===== src/rtl/key_pkg.sv =====
// Shared constants for the push-button conditioning block.
// Key indices let parents pick o_press/o_level bits by function rather than number.
package key_pkg;

    localparam int unsigned NUM_KEYS_DEFAULT    = 3;
    localparam int unsigned DEBOUNCE_20MS_50MHZ = 1000000;

    localparam int unsigned KEY_START = 0;
    localparam int unsigned KEY_RST   = 1;
    localparam int unsigned KEY_TRACE = 2;

endpackage


===== src/rtl/key_debounce_ch.sv =====
// One key channel: 2-flop synchroniser, stable-time counter, debounced level
// and registered single-cycle press/release pulses.
module key_debounce_ch #(
    parameter int unsigned STABLE_CYCLES = 1000000,
    parameter int unsigned CNT_WIDTH     = 20
) (
    input  logic i_clk,
    input  logic i_rst_n,
    input  logic i_key_n,
    output logic o_level,
    output logic o_press,
    output logic o_release
);

    localparam logic [CNT_WIDTH-1:0] LAST = CNT_WIDTH'(STABLE_CYCLES - 1);

    logic                 r_sync1;
    logic                 r_sync2;
    logic [CNT_WIDTH-1:0] r_cnt;
    logic                 r_level;
    logic                 r_press;
    logic                 r_release;
    logic                 w_p;

    assign w_p = ~r_sync2;

    always_ff @(posedge i_clk or negedge i_rst_n) begin
        if (!i_rst_n) begin
            r_sync1 <= 1'b1;
            r_sync2 <= 1'b1;
        end else begin
            r_sync1 <= i_key_n;
            r_sync2 <= r_sync1;
        end
    end

    // Any sample matching the accepted level restarts the stable window.
    always_ff @(posedge i_clk or negedge i_rst_n) begin
        if (!i_rst_n) begin
            r_cnt     <= '0;
            r_level   <= 1'b0;
            r_press   <= 1'b0;
            r_release <= 1'b0;
        end else begin
            r_press   <= 1'b0;
            r_release <= 1'b0;
            if (w_p == r_level) begin
                r_cnt <= '0;
            end else if (r_cnt == LAST) begin
                r_cnt     <= '0;
                r_level   <= w_p;
                r_press   <= w_p;
                r_release <= ~w_p;
            end else begin
                r_cnt <= r_cnt + CNT_WIDTH'(1);
            end
        end
    end

    assign o_level   = r_level;
    assign o_press   = r_press;
    assign o_release = r_release;

endmodule


===== src/rtl/key_debounce.sv =====
// Debounces NUM_KEYS raw active-low buttons into clean levels and
// press/release strobes; each channel is fully independent.
module key_debounce
    import key_pkg::*;
#(
    parameter int unsigned NUM_KEYS      = NUM_KEYS_DEFAULT,
    parameter int unsigned STABLE_CYCLES = DEBOUNCE_20MS_50MHZ,
    parameter int unsigned CNT_WIDTH     = 20
) (
    input  logic                i_clk,
    input  logic                i_rst_n,
    input  logic [NUM_KEYS-1:0] i_key_n,
    output logic [NUM_KEYS-1:0] o_level,
    output logic [NUM_KEYS-1:0] o_press,
    output logic [NUM_KEYS-1:0] o_release
);

    for (genvar g = 0; g < NUM_KEYS; g++) begin : g_ch
        key_debounce_ch #(
            .STABLE_CYCLES (STABLE_CYCLES),
            .CNT_WIDTH     (CNT_WIDTH)
        ) u_ch (
            .i_clk     (i_clk),
            .i_rst_n   (i_rst_n),
            .i_key_n   (i_key_n[g]),
            .o_level   (o_level[g]),
            .o_press   (o_press[g]),
            .o_release (o_release[g])
        );
    end

endmodule


===== config.mk =====
export PLATFORM = sky130hd
export DESIGN_NAME = key_debounce
export DESIGN_NICKNAME = d
export VERILOG_FILES = /design/src/rtl/key_pkg.sv /design/src/rtl/key_debounce_ch.sv /design/src/rtl/key_debounce.sv
export SDC_FILE = /design/constraint.sdc
export NUM_CORES = 1
export LEC_CHECK = 0
export ABC_AREA = 0
export BUFFER_PORTS_ARGS = -buffer_cell sky130_fd_sc_hd__buf_2
export CORE_MARGIN = 8
export CORE_UTILIZATION = 55
export CTS_CLUSTER_DIAMETER = 100
export DETAILED_ROUTE_END_ITERATION = 10
export GPL_ROUTABILITY_DRIVEN = 0
export HOLD_SLACK_MARGIN = 0.05
export PLACE_DENSITY = 0.71
export SYNTH_ARGS = -nofsm -noshare
export SYNTH_HDL_FRONTEND = slang
export SYNTH_HIERARCHICAL = 1
export SYNTH_SLANG_ARGS = --single-unit

===== constraint.sdc =====
create_clock -name i_clk -period 6 [get_ports i_clk]
set_input_delay 0.3 -clock i_clk [delete_from_list [all_inputs] [get_ports i_clk]]
set_output_delay 0.3 -clock i_clk [all_outputs]
set_load 0.02 [all_outputs]

==> impl_metrics.json <==
{
  "grt_pass1_vias": 2484,
  "yosys.area.top_type_share": 0.495,
  "dr.pass1.iters": 4,
  "place_hpwl_um": 4180,
  "die_w_um": 95.7,
  "drive_gt1_frac": 0.128,
  "start_util": 0.559,
  "timing.final.max_slew_violations": 0,
  "finalInstanceArea_um2": 3810,
  "setup_viol": 0,
  "reg2reg_from": "g_ch[1].u_ch/r_cnt[12]",
  "port_buffers": 13,
  "start_kind": "flip-flop",
  "synth_compound_area_frac": 0.0914,
  "wire_per_inst_um": 14.6,
  "fp.dieH_um": 95.7,
  "grt_max_degree": 76,
  "end_kind": "flip-flop",
  "dp_worst_setup_slack_ns": 3.81,
  "synth-seq-cells": 75,
  "worstMarginPinSlew_ns": 0.904,
  "synth_top_family_by_area": "simple AND/OR/NAND/NOR gates",
  "vdd_drop_max_uv": 138,
  "synth_mux_area_frac": 0.00287,
  "netlist-cell-type-count": 35,
  "required_ns": 6.20,
  "ys_seq_area_frac": 0.540,
  "drc": 0,
  "synth-warning-count": 6,
  "ys_top_cells_by_area": "dfrtp_1 (49%), dfstp_2 (4.5%), xor2_1 (4.5%)",
  "multiInputGateArea_um2": 1500,
  "h-tree-depth": 3,
  "total_power_mw": 0.921,
  "vias_per_cell": 5.83,
  "hold_violations": 0,
  "cts_sinks": 75,
  "worst_slack_ns": 3.81,
  "synth_cells": 339,
  "ctsRootBufferMaster": "clkbuf_8",
  "grt.overflow.total": 0,
  "finalNetCount": 362,
  "min_period_over_period": 0.364,
  "fmax_mhz": 458,
  "regArea_um2": 1880,
  "grt.total_usage": 0.159,
  "slew_headroom": 0.397,
  "area_growth_pct": 9.25,
  "maxCapViolCount": 0,
  "clk_latency_ns": 0.34,
  "synthAdderAreaFrac": 0.0108,
  "cts_tree": "done",
  "synthArstFlopShare": 1.00,
  "grt_pass1_wl_um": 11400,
  "crit_path_start": "g_ch[1].u_ch/r_cnt[12]",
  "synth_commonest_cells": "dfrtp_1 (69), nor2_1 (38), a21oi_1 (22), nand2_1 (21), xor2_1 (18)",
  "min_path_type": "primary input to asynchronous set/reset pin",
  "setup_tns_ns": 0,
  "nFillCells": 515,
  "cts_buffers": 9,
  "die_area_um2": 9150,
  "vias": 2543,
  "diodes": 0,
  "synth_nets": 347,
  "power_density_nw_per_um2": 242,
  "outcome": "completed",
  "io_pins": 14,
  "synthXorXnorAreaFrac": 0.0878,
  "p_leak_nw": 1.60,
  "crit_type": "flip-flop to flip-flop",
  "syn_area_um2": 3490,
  "skew_ns": 0.00695,
  "dpl_cell_area_um2": 3590,
  "rsz0062_at_grt": "no",
  "drt.antenna.violating_nets": 0,
  "clk_pin_slew_ns": 0.08,
  "whs_ns": 0.0893,
  "synthSimpleGateAreaFrac": 0.238,
  "cts-resized-gates": 0,
  "synth_flop_cell": "dfrtp_1",
  "drtIter0Drc": 97,
  "synth_top_area_cell": "dfrtp_1",
  "arrival_ns": 2.38,
  "synth.avg_cell_area_um2": 10.3,
  "path_max_fanout": 19,
  "wl_um": 6380,
  "fin_crit_ns": 2.19,
  "cts_max_path_buffers": 2,
  "fp-row-count": 29,
  "synth_edf_count": 0,
  "coreArea_um2": 6240,
  "yosys.cell_count.top_type": "dfrtp_1",
  "antenna_found_initial": 0
}
[critical path, cell delays in order, from the launching register on]
cell and delay (ns):
dfrtp_1 0.43, or4_1 0.51, or4_4 0.55, o21ai_4 0.44, nor2_1 0.12
[metrics by stage]
step                      cells  utilization
after CTS                   435        0.609
after floorplan             339            -
after detailed placement    417        0.575
after global placement      417        0.575
after global routing        436        0.611
final                       436        0.611
[cell type report]
cell class / instances / share of cell area
sequential: 75 / 0.494
multi-input combinational: 242 / 0.394
clock buffer: 10 / 0.0335
timing repair buffer: 16 / 0.0256
tap: 77 / 0.0253
clock inverter: 6 / 0.0174
inverter: 10 / 0.00985
[cell families (layout without fill, tap and decap cells)]
group / Yosys count / in the layout
and+or+nand+nor: 152 / 152
DFF: 75 / 75
AOI/OAI and AO/OA: 51 / 51
xor gates and xnor gates: 35 / 35
buffers and inverters: 22 / 42
adders and majority gates: 3 / 3
muxes: 1 / 1
[registers in the layout, indices dropped and copies added (netlist names)]
register and cells:
g_ch.u_ch/o_press 3, g_ch.u_ch/r_cnt 60, g_ch.u_ch/r_sync2 3, g_ch.u_ch/o_release 3
g_ch.u_ch/o_level 3, g_ch.u_ch/r_sync1 3
[worst paths after layout]
| check | endpoint | slack, ns | cells past startpoint |
|---|---|---|---|
| worst max register to register | g_ch[1].u_ch/r_cnt[6] | 3.81 | 4 |
| max in group asynchronous | g_ch[2].u_ch/r_cnt[18] | 5.33 | 1 |
| min in group i_clk | g_ch[1].u_ch/r_sync2 | 0.36 | 0 |
| worst min register to register | g_ch[1].u_ch/r_sync2 | 0.36 | 0 |
| worst min-delay path | g_ch[1].u_ch/r_cnt[3] | 0.09 | 1 |
| worst max-delay path | g_ch[1].u_ch/r_cnt[6] | 3.81 | 4 |
[placed cells by master (no fill, tap or decap), types with 2 or more instances in the layout]
| cell | synthesis | routed |
|---|---|---|
| or3_1 | 14 | 14 |
| nor4_1 | 2 | 2 |
| ha_1 | 3 | 3 |
| o21ai_4 | 2 | 2 |
| buf_2 | 1 | 12 |
| and3_1 | 12 | 12 |
| clkinvlp_4 | 0 | 3 |
| or4_4 | 2 | 2 |
| dlygate4sd3_1 | 0 | 3 |
| dfrtp_1 | 69 | 69 |
| o21ai_0 | 16 | 16 |
| clkbuf_8 | 0 | 9 |
| nand4_1 | 12 | 12 |
| dfstp_2 | 6 | 6 |
| nor2_1 | 38 | 38 |
| nor3_1 | 5 | 5 |
| inv_1 | 10 | 10 |
| and4_1 | 2 | 2 |
| nand3_1 | 16 | 16 |
| o31ai_1 | 10 | 10 |
| and2_1 | 4 | 4 |
| xnor2_1 | 17 | 17 |
| nand2_1 | 21 | 21 |
| a21oi_1 | 22 | 22 |
| xor2_1 | 18 | 18 |
| or2_1 | 2 | 2 |
| or2_2 | 4 | 4 |
| or4_1 | 13 | 13 |
[repair_timing]
action,CTS,global route
hold buffers,2,1
setup buffers,0,0
endpoints found under the hold margin,2,1
[report_power, final]
part	internal [mW]	leakage, nW	switching, mW
sequential	0.514	1.02	0.00583
clock	0.192	0.0885	0.181
combinational	0.00867	0.490	0.0201
total	0.714	1.60	0.207
[layer usage]
| layer | track usage | part of all wire | vias up |
|---|---|---|---|
| met5 | 0 | 0 | - |
| met4 | 0.0781 | 0.015 | 0 |
| met3 | 0.0323 | 0.033 | 8 |
| met2 | 0.238 | 0.46 | 43 |
| met1 | 0.215 | 0.49 | 1266 |
| li1 | - | - | 1226 |
Power figures use the tool's default switching activity.
